**src/rtl/simon_pipe_stream_ctrl.sv**
```systemverilog
// -----------------------------------------------------------------------------
// simon_pipe_stream_ctrl
//
// Streams blocks from a plaintext BRAM through a fixed-latency, fully
// pipelined block-cipher core into a ciphertext BRAM. One block is issued per
// cycle. An address/valid shift register follows each block through the core,
// so the controller never stalls. The controller does not need to know the
// core's internal structure.
//
// Parameters
//   ADDR_W    BRAM byte-address width
//   NBLK_W    width of the block-count input
//   PIPE_LAT  cycles from core_load to valid core_ciphertext (1..32)
//
// Ports
//   clk, rst             single clock; asynchronous active-high reset
//   ctrl_in_begin        start request (only looked at while idle)
//   ctrl_in_num_blocks   number of 32-bit blocks, captured at start
//   ctrl_in_base_addr    byte address of the first block, captured at start
//   ctrl_in_abort        stop issuing new blocks; in-flight blocks still land
//   ctrl_in_key          64-bit key, forwarded unchanged to the core
//   pt_addra/pt_rd_data  plaintext BRAM read port (1-cycle read latency)
//   ct_addra/ct_wr_data/ct_wea  ciphertext BRAM write port
//   core_load/core_plaintext/core_key/core_ciphertext  cipher core interface
//   busy                 high while issuing or draining
//   done_intr            one-cycle completion pulse
//   aborted              sticky until the next start; the run was cut short
//   perf_cycles          (only with SIMON_STREAM_PERF_CNT_EN) busy-cycle
//                        count of the last run, saturating
//
// Optional feature macro: SIMON_STREAM_PERF_CNT_EN
// -----------------------------------------------------------------------------
module simon_pipe_stream_ctrl #(
  parameter int ADDR_W   = 32,
  parameter int NBLK_W   = 11,
  parameter int PIPE_LAT = 3
) (
  input  logic              clk,
  input  logic              rst,
  input  logic              ctrl_in_begin,
  input  logic [NBLK_W-1:0] ctrl_in_num_blocks,
  input  logic [ADDR_W-1:0] ctrl_in_base_addr,
  input  logic              ctrl_in_abort,
  input  logic [63:0]       ctrl_in_key,
  output logic [ADDR_W-1:0] pt_addra,
  input  logic [31:0]       pt_rd_data,
  output logic [ADDR_W-1:0] ct_addra,
  output logic [31:0]       ct_wr_data,
  output logic [3:0]        ct_wea,
  output logic              core_load,
  output logic [31:0]       core_plaintext,
  output logic [63:0]       core_key,
  input  logic [31:0]       core_ciphertext,
  output logic              busy,
  output logic              done_intr,
  output logic              aborted
`ifdef SIMON_STREAM_PERF_CNT_EN
  ,
  output logic [31:0]       perf_cycles
`endif
);

  typedef enum logic [1:0] {
    S_IDLE  = 2'd0,
    S_RUN   = 2'd1,
    S_DRAIN = 2'd2,
    S_DONE  = 2'd3
  } state_t;

  state_t              r_state;
  logic [NBLK_W-1:0]   r_num;
  logic [NBLK_W-1:0]   r_issue_cnt;
  logic [ADDR_W-1:0]   r_pt_addr;
  logic                r_core_load;
  logic                r_busy;
  logic                r_done;
  logic                r_aborted;

  // Tag shift register: entry 0 lines up with core_load, entry PIPE_LAT with
  // the cycle the matching ciphertext appears on core_ciphertext.
  logic [PIPE_LAT:0]   r_sr_vld;
  logic [ADDR_W-1:0]   r_sr_addr [PIPE_LAT+1];

  logic                w_issue;
  logic [NBLK_W-1:0]   w_cnt_nxt;
  logic                w_inflight_after_shift;

  // A RUN cycle issues the block whose address is on pt_addra, unless abort
  // is asserted in that same cycle.
  assign w_issue   = (r_state == S_RUN) && !ctrl_in_abort;
  assign w_cnt_nxt = r_issue_cnt + NBLK_W'(1);

  // The entry in the last stage is written this cycle, so it does not keep
  // the pipe busy; only the younger entries matter for completion.
  assign w_inflight_after_shift = |r_sr_vld[PIPE_LAT-1:0];

  function automatic logic [31:0] sat_inc32(input logic [31:0] v);
    sat_inc32 = (v == 32'hFFFF_FFFF) ? v : v + 32'd1;
  endfunction

  // ---- control FSM: issue address, counters, status flags ----
  always_ff @(posedge clk or posedge rst) begin
    if (rst) begin
      r_state     <= S_IDLE;
      r_num       <= '0;
      r_issue_cnt <= '0;
      r_pt_addr   <= '0;
      r_core_load <= 1'b0;
      r_busy      <= 1'b0;
      r_done      <= 1'b0;
      r_aborted   <= 1'b0;
    end else begin
      r_core_load <= w_issue;
      case (r_state)
        S_IDLE: begin
          r_done <= 1'b0;
          if (ctrl_in_begin) begin
            r_num       <= ctrl_in_num_blocks;
            r_issue_cnt <= '0;
            r_pt_addr   <= ctrl_in_base_addr;
            r_aborted   <= 1'b0;
            if (ctrl_in_num_blocks == '0) begin
              r_state <= S_DONE;
              r_done  <= 1'b1;
            end else begin
              r_state <= S_RUN;
              r_busy  <= 1'b1;
            end
          end
        end
        S_RUN: begin
          if (ctrl_in_abort) begin
            r_state   <= S_DRAIN;
            r_aborted <= 1'b1;
          end else begin
            r_issue_cnt <= w_cnt_nxt;
            r_pt_addr   <= r_pt_addr + ADDR_W'(4);
            if (w_cnt_nxt == r_num) begin
              r_state <= S_DRAIN;
            end
          end
        end
        S_DRAIN: begin
          if (ctrl_in_abort && (r_issue_cnt != r_num)) begin
            r_aborted <= 1'b1;
          end
          if (!w_inflight_after_shift) begin
            r_state <= S_DONE;
            r_busy  <= 1'b0;
            r_done  <= 1'b1;
          end
        end
        S_DONE: begin
          r_state <= S_IDLE;
          r_done  <= 1'b0;
        end
        default: begin
          r_state <= S_IDLE;
          r_busy  <= 1'b0;
          r_done  <= 1'b0;
        end
      endcase
    end
  end

  // ---- in-flight tag pipeline ----
  always_ff @(posedge clk or posedge rst) begin
    if (rst) begin
      r_sr_vld <= '0;
      for (int i = 0; i <= PIPE_LAT; i++) begin
        r_sr_addr[i] <= '0;
      end
    end else begin
      r_sr_vld     <= {r_sr_vld[PIPE_LAT-1:0], w_issue};
      r_sr_addr[0] <= r_pt_addr;
      for (int i = 1; i <= PIPE_LAT; i++) begin
        r_sr_addr[i] <= r_sr_addr[i-1];
      end
    end
  end

`ifdef SIMON_STREAM_PERF_CNT_EN
  logic [31:0] r_perf;

  // ---- busy-cycle counter ----
  always_ff @(posedge clk or posedge rst) begin
    if (rst) begin
      r_perf <= '0;
    end else if ((r_state == S_IDLE) && ctrl_in_begin) begin
      r_perf <= '0;
    end else if (r_busy) begin
      r_perf <= sat_inc32(r_perf);
    end
  end

  assign perf_cycles = r_perf;
`endif

  assign pt_addra       = r_pt_addr;
  assign core_load      = r_core_load;
  assign core_plaintext = pt_rd_data;
  assign core_key       = ctrl_in_key;
  assign ct_addra       = r_sr_addr[PIPE_LAT];
  assign ct_wr_data     = core_ciphertext;
  assign ct_wea         = {4{r_sr_vld[PIPE_LAT]}};
  assign busy           = r_busy;
  assign done_intr      = r_done;
  assign aborted        = r_aborted;

endmodule

```
**config.mk**
```make
export PLATFORM = sky130hd
export DESIGN_NAME = simon_pipe_stream_ctrl
export DESIGN_NICKNAME = d
export VERILOG_FILES = /design/src/rtl/simon_pipe_stream_ctrl.sv
export SDC_FILE = /design/constraint.sdc
export NUM_CORES = 1
export LEC_CHECK = 0
export CAP_MARGIN = 10
export CELL_PAD_IN_SITES_DETAIL_PLACEMENT = 0
export CELL_PAD_IN_SITES_GLOBAL_PLACEMENT = 1
export CORE_UTILIZATION = 35
export CTS_BUF_LIST = sky130_fd_sc_hd__clkbuf_8
export CTS_CLUSTER_SIZE = 40
export DETAILED_ROUTE_END_ITERATION = 8
export GPL_TIMING_DRIVEN = 0
export PLACE_DENSITY = 0.88
export SETUP_SLACK_MARGIN = 0.05
export SLEW_MARGIN = 20
export SYNTH_ARGS = -nofsm -noshare
export SYNTH_HDL_FRONTEND = slang
export SYNTH_SLANG_ARGS = --single-unit
```
**constraint.sdc**
```tcl
create_clock -name clk -period 14.7 [get_ports clk]
set_input_delay 1.47 -clock clk [delete_from_list [all_inputs] [get_ports clk]]
set_output_delay 1.47 -clock clk [all_outputs]
set_load 0.02 [all_outputs]
```
==> Word-level counts from Yosys, hierarchy flattened <==
Index checks and enable logic that the tools add are counted.
{ "totals": {"mem_bits_rw": 0, "inputBits": 175, "romBits": 0, "out_inout_bits": 200, "latch_bits": 0, "memories": 0, "register_bits": 192} }
{ "classes": {"order_cmp": 0, "div_mod_pow": 0, "multipliers": 0, "n_bitwise": 0, "add_sub_neg": 2, "reduce_logical": 16, "eq_ne": 12, "shifts": 0, "n_mux": 24} }
{ "op_table": {"columns": ["op", "count"], "rows": [
  ["2-to-1 mux 32 bit", 2],
  ["one-hot mux 32 bit (2 select lines)", 1],
  ["adder 32 x 3 -> 32 bit (second input constant)", 1],
  ["2-to-1 mux 11 bit", 2],
  ["one-hot mux 11 bit (2 select lines)", 1],
  ["!= test 2 bit (second input constant)", 6],
  ["adder 11 x 1 -> 11 bit (second input constant)", 1],
  ["equality test 11 bit", 1],
  ["logical NOT 11 bit", 1],
  ["!= test 11 bit", 1],
  ["2-to-1 mux 2 bit", 5],
  ["2-to-1 mux 1 bit", 9],
  ["one-hot mux 2 bit (4 select lines)", 1],
  ["AND reduction 4 bit", 2],
  ["one-hot mux 1 bit (3 select lines)", 2],
  ["AND reduction 3 bit", 2],
  ["nonzero test 3 bit", 2],
  ["equality test 2 bit (second input constant)", 2],
  ["AND reduction 2 bit", 2],
  ["nonzero test 2 bit", 2],
  ["!= test 3 x 2 -> 1 bit (second input constant)", 1],
  ["OR reduction 3 bit", 1],
  ["equality test 2 x 1 -> 1 bit (second input constant)", 1],
  ["logical AND 1 bit", 2],
  ["other kinds (3)", 3]
]} }

==> Depth between registers and ports, before layout <==
Gate-level depths: netlist (run 1).
{ "logic_depth": {"word_depth": 5, "ltp_mapped": 11} }

==> Worst setup path before layout (run 1) <==
OpenSTA, ideal clock, no wires.
{ "synth_path": {"path_type": "input-to-output", "startpoint": "in ctrl_in_key[0]", "endpoint": "out core_key[0]", "stages": 1, "path_buffers": 1, "arrival_time_ps": 1604, "setup_slack_ps": 11626, "path_cell_list": "buf_4"} }
{ "synth_rtl": {"columns": ["element", "line", "rtl"], "rows": [
  ["start: declaration", "44", "input logic [63:0] ctrl_in_key,"],
  ["end: declaration", "52", "output logic [63:0] core_key,"]
]} }
No word-level cell between the ends.

==> Worst setup path in the final report (run 1) <==
{ "layout_path": {"startpoint": "in pt_rd_data[6]", "endpoint": "out core_plaintext[6]"} }
{ "layout_rtl": {"columns": ["element", "line", "rtl"], "rows": [
  ["start: declaration", "46", "input logic [31:0] pt_rd_data,"],
  ["end: declaration", "51", "output logic [31:0] core_plaintext,"]
]} }
No word-level cell between the ends.

==> flow_metrics.tcl, run 1 <==
set metrics [dict create \
    skew_ns 0.0165 \
    portBuffers 246 \
    cts_hold_buf 0 \
    rrSetupSlack_ns 11.89 \
    cts_htree_levels 4 \
    final_common_cell "clkdlybuf4s50_1" \
    grt_pass1_wl_microns 35300 \
    min_period_ns 3.73 \
    syn_area_per_cell_sq_um 11.8 \
    r2r_end "pt_addra[10]" \
    post_cts_buffers 0 \
    mostFrequentLayoutCells "clkdlybuf4s50_1, dfrtp_1, buf_4" \
    grtUsageTotal_pct 20.2 \
    viasPerCell 4.60 \
    clkTransAtPathRegs_ns 0.11 \
    cap_violations 0 \
    slew-limit-headroom_pct 56.0 \
    status "finished clean" \
    post_cts_resize_count 0 \
    path_delay_family "buffers and inverters" \
    start_util_pct 35.7 \
    whs_endpoint "r_sr_addr[78]" \
    die_w_microns 154 \
    area_growth_pct 40.6 \
    crit_type "primary input to output pin" \
    critical_path.max_fanout 1 \
    wl_per_cell_microns 18.9 \
    worst-path-buf-inv 2 \
    core_sq_um 22600 \
    fin_util_pct 50.2 \
    grt_setup_unrepaired "no" \
    antenna_found_initial 3 \
    design_power_total_uw 2220 \
    synth_fp_nets 870 \
    fin_crit_sh_pct 25.4 \
    layout-drive-gt1-share_pct 23.5 \
    hold_class "flip-flop to flip-flop" \
    place.gp.congestion 0.810 \
    pre_cts_slack_ns 10.83 \
    worst_pin_slew_ns 0.656 \
    setup_ws_ns 10.97 \
    synth_cells 688 \
    dieArea_sq_um 23700 \
    p_leak_uw 0.00504 \
    ir_drop_uv 103 \
    ys_seq_elements 191 \
    fin_nets 1136 \
    fmax_ghz 0.268 \
    critPathRequiredTime_ns 13.23 \
    yosys_warnings 0 \
    cts_sinks 191 \
    cp_slowest_cell "clkdlybuf4s50_1" \
    cp_data_arrival_time_ns 2.26 \
    grt_pass1_vias 5755 \
    die_y_microns 154 \
    grt-ovfl-total 0 \
    io_pins 375 \
    cp_cell_sequence "buf_4 -> clkdlybuf4s50_1" \
    critical_path.endpoint_type "output pin" \
    cts_inserted_buffers 17 \
    r2r_cells 9 \
    cp-start-kind "primary input" \
    drt_iter0_markers 316 \
    std_cell_rows 55 \
    timing.setup.tns_ns 0 \
    drt_pre_antenna_iters 4 \
    cts_root_buf "clkbuf_8" \
    ant_nets 0 \
    ys_types 46 \
    min_path_cells 0 \
    grt_max_degree 102 \
    drc 0 \
    hold_violations 0 \
    place_hpwl_microns 19000 \
    reg2reg_from "r_state[1]" \
    finalMaxSlewViolations 0 \
    fin_area_sq_um 11400 \
    max_stage_delay_ns 0.71 \
    placed_area_sq_um 10900 \
    vias 5770 \
    ys_seq_area_share_pct 59.1 \
    power_density_nw_per_um2 195 \
    clock_path_buffers 2 \
    setup_viol 0 \
    synth_area_sq_um 8090 \
    tritoncts "built" \
    hp-start "r_sr_addr[110]" \
    insertion_delay_ns 0.46 \
    wl_microns 23700 \
]
==> flip-flops by register name, indices dropped and copies added, names as in the netlist <==
signal and flops:
ct_addra 32, busy 1, aborted 1, pt_addra 32, r_issue_cnt 11, r_num 11
r_sr_vld 4, done_intr 1, r_state 2, r_sr_addr 96
==> metal layers <==
metal / vias to the layer above / routed length [microns] / track usage (%)
met5: - / 0 / 0
met4: 0 / 258 / 5.71
met3: 17 / 1320 / 4.76
met2: 217 / 11900 / 33.5
met1: 2803 / 10300 / 26.3
li1: 2733 / - / -
==> Yosys cell counts, drive strengths merged <==
library cell / instances / area [sq um]
a211oi: 2 / 15.0
buf: 175 / 1300
o31a: 1 / 8.76
a211o: 1 / 8.76
and4: 3 / 26.3
a21o: 1 / 7.51
mux2i: 15 / 150
a21oi: 33 / 169
nor2b: 1 / 6.26
dfrtp: 191 / 4780
o31ai: 6 / 45.0
nand2b: 1 / 6.26
a22o: 3 / 26.3
and3: 18 / 114
o41ai: 1 / 8.76
o22ai: 28 / 175
o211ai: 1 / 7.51
nor4b: 1 / 8.76
or3: 1 / 6.26
and2: 4 / 25.0
o21ai: 33 / 165
a2bb2oi: 1 / 8.76
clkbuf: 9 / 33.8
nand3: 30 / 163
inv: 10 / 37.5
nor4: 7 / 56.3
xnor2: 8 / 88.8
nor3: 5 / 25.0
ha: 7 / 87.6
nor2: 13 / 48.8
a41o: 1 / 10.0
mux2: 13 / 150
a311oi: 2 / 17.5
nand2: 44 / 165
a31oi: 3 / 18.8
nand4: 5 / 31.3
o32a: 1 / 10.0
xor2: 9 / 78.8
==> cell families after synthesis <==
| logic type | count (synthesis) | share of synthesized area [%] |
|---|---|---|
| AND/OR/NAND/NOR | 133 | 8.43 |
| XOR/XNOR | 17 | 2.07 |
| flip-flops | 191 | 59.1 |
| AO/OA/AOI/OAI | 118 | 8.68 |
| buffers and inverters | 194 | 16.9 |
| multiplexers | 28 | 3.71 |
| adder cells (fa/ha/maj) | 7 | 1.08 |
==> report_power, final <==
group,total [uW],leakage (uW),switching [uW],internal [uW]
clock network,351,0.000216,203,149
registers,931,0.00225,157,774
logic,934,0.00257,487,447
total,2220,0.00504,846,1370
==> final cells by class <==
class                   instances  area, sq um
clock buffers                  18          248
inverters                      10         45.0
well taps                     285          357
repair buffers                247         2490
fillers                      2021        11300
plain buffers                 184         1330
flip-flops and latches        191         4780
multi-input cells             303         1940
clock inverters                14          173
diodes                          3         7.51
==> worst max-delay path by stage <==
| stage | startpoint | end | slack (ns) | cells after the start |
|---|---|---|---|---|
| 2_1_floorplan | rst | aborted | 8.03 | 1 |
| 4_1_cts | pt_rd_data[6] | core_plaintext[6] | 10.97 | 2 |
| 6_report | pt_rd_data[6] | core_plaintext[6] | 10.97 | 2 |
| 3_5_place_dp | ctrl_in_begin | pt_addra[10] | 10.83 | 9 |
| 3_3_place_gp | rst | r_sr_addr[44] | 5.76 | 2 |
| 5_1_grt | pt_rd_data[6] | core_plaintext[6] | 10.96 | 2 |
==> metrics by stage <==
step,hold slack (ns),instances
after floorplan,0.331,688
after global placement,0.331,1219
after detailed placement,0.335,1220
after CTS,0.350,1252
after global routing,0.349,1255
final,0.351,1255
==> worst reg2reg max path, cell delays in order (launching register included) <==
cell      delay [ns]
dfrtp_1         0.45
inv_1           0.14
ha_1            0.17
clkbuf_1        0.37
inv_1           0.25
a21oi_1         0.31
nand2_1         0.33
clkbuf_1        0.37
o22ai_1         0.23
a21oi_1         0.06
Power figures use the tool's default switching activity.
==> run 2: changes to the inputs <==
Settings changed: CORE_UTILIZATION 35 to 29, PLACE_DENSITY 0.88 to 0.78.
Clock period 14.7 ns to 3.3 ns, I/O delays scaled along.
==> run 2 against run 1 <==
Effect of this change: clock power grew to 4.5 times the previous value; cell area is 2.1% higher; clock skew is 0.0036 ns higher; sequential share of layout area is 0.86 points lower; via count is 1.5% higher; largest power group unchanged.
==> flow_metrics.tcl, run 2 (synthesized netlist as in run 1, its figures left out) <==
set metrics [dict create \
    cts_inserted_buffers 17 \
    grt_pass1_wl_microns 34700 \
    cap_violations 0 \
    fin_nets 1142 \
    start_util_pct 29.8 \
    area_growth_pct 43.5 \
    p_leak_uw 0.00509 \
    fill_cells 2619 \
    antenna_found_initial 3 \
    layout-drive-gt1-share_pct 24.0 \
    fmax_ghz 0.365 \
    ant_nets 0 \
    clock_path_buffers 2 \
    insertion_delay_ns 0.47 \
    regMostFlops "r_sr_addr" \
    portBuffers 246 \
    setup_viol 0 \
    final_common_cell "clkdlybuf4s50_1" \
    slew-limit-headroom_pct 59.9 \
    grt_pass1_vias 5766 \
    hold_violations 0 \
    fin_util_pct 42.7 \
    power_density_nw_per_um2 853 \
    place_hpwl_microns 19300 \
    die_w_microns 169 \
    worst_pin_slew_ns 0.600 \
    io_pins 375 \
    tritoncts "built" \
    min_period_ns 2.74 \
    fin_cells 1348 \
    core_sq_um 27200 \
    grt-ovfl-total 0 \
    cts_root_buf "clkbuf_8" \
    fin_crit_sh_pct 83.1 \
    critical_path.endpoint_type "flip-flop" \
    timing.setup.tns_ns 0 \
    crit_type "flip-flop to flip-flop" \
    critPathRequiredTime_ns 3.63 \
    cts_hold_buf 0 \
    vias 5856 \
    grt_max_degree 35 \
    placed_area_sq_um 11200 \
    drt_pre_antenna_iters 4 \
    viasPerCell 4.34 \
    cp_cell_sequence "inv_1 -> ha_1 -> clkbuf_1 -> inv_1 -> a21oi_1 -> buf_2 -> buf_2 -> nand2_1 -> mux2i_1 -> a21oi_1" \
    cts_htree_levels 4 \
    fin_area_sq_um 11600 \
    clkTransAtPathRegs_ns 0.11 \
    cp_data_arrival_time_ns 3.07 \
    die_y_microns 169 \
    mostFrequentLayoutCells "clkdlybuf4s50_1, dfrtp_1, buf_4" \
    grt_setup_unrepaired "no" \
    std_cell_rows 60 \
    wl_per_cell_microns 17.7 \
    design_power_total_uw 9900 \
    ir_drop_uv 419 \
    dieArea_sq_um 28600 \
    drt_iter0_markers 314 \
    dp.cells 1313 \
    wl_microns 23800 \
    skew_ns 0.0201 \
    post_cts_resize_count 0 \
    place.gp.congestion 0.841 \
    cts_sinks 191 \
    drc 0 \
    cp-start-kind "flip-flop" \
    max_stage_delay_ns 0.45 \
    largest_reg_flops 96 \
    critical_path.max_fanout 10 \
    post_cts_buffers 0 \
    grtUsageTotal_pct 16.6 \
    finalMaxSlewViolations 0 \
    hold_class "primary input to async pin" \
    status "finished clean" \
    cp_slowest_cell "dfrtp_1" \
]
==> run 2: worst max-delay path, delay by kind of cell (launching register included) <==
kind,cells,cell delay (ns)
buffers and inverters,5,1.40
adder cells (fa/ha/maj),1,0.16
flip-flops,1,0.45
AND/OR/NAND/NOR,1,0.08
AO/OA/AOI/OAI,2,0.34
multiplexers,1,0.17
==> run 2: worst paths after layout <==
path	start	cells past startpoint	slack, ns	to
setup / recovery	r_state[1]	10	0.56	pt_addra[23]
hold / removal	rst	2	0.23	ct_addra[14]
setup reg to reg	r_state[1]	10	0.56	pt_addra[23]
hold reg to reg	r_sr_addr[118]	0	0.35	r_sr_addr[86]
max in group asynchronous	rst	5	2.12	r_sr_addr[125]
min in group clk	r_sr_addr[118]	0	0.35	r_sr_addr[86]
==> run 2: per-layer routing <==
layer | wire length, microns | track usage [%] | up-vias
li1 | - | - | 2751
met1 | 9640 | 19.8 | 2857
met2 | 12200 | 28.6 | 222
met3 | 1500 | 4.44 | 26
met4 | 450 | 6.03 | 0
met5 | 0 | 0 | -
==> run 2: where the power goes <==
| group | leakage (uW) | internal, uW | total [uW] | switching (uW) |
|---|---|---|---|---|
| Combinational | 0.00263 | 2010 | 4200 | 2190 |
| Clock | 0.000209 | 593 | 1570 | 976 |
| Sequential | 0.00225 | 3450 | 4130 | 687 |
==> run 2: stage by stage <==
stage | hold slack, ns | worst slack [ns]
floorplan | 0.331 | 0.508
global placement | 0.331 | -1.00
detailed placement | 0.335 | 0.521
CTS | 0.208 | 0.477
global route | 0.213 | 0.288
finish | 0.233 | 0.557
==> run 2: final cells by class <==
type | instances | area [sq um] | area share (%)
clock inverters | 15 | 176 | 1.52
diodes | 3 | 7.51 | 0.0647
plain buffers | 184 | 1330 | 11.5
flip-flops and latches | 191 | 4780 | 41.2
inverters | 10 | 41.3 | 0.356
repair buffers | 253 | 2630 | 22.7
clock buffers | 17 | 234 | 2.02
multi-input cells | 303 | 1940 | 16.7
well taps | 372 | 465 | 4.01
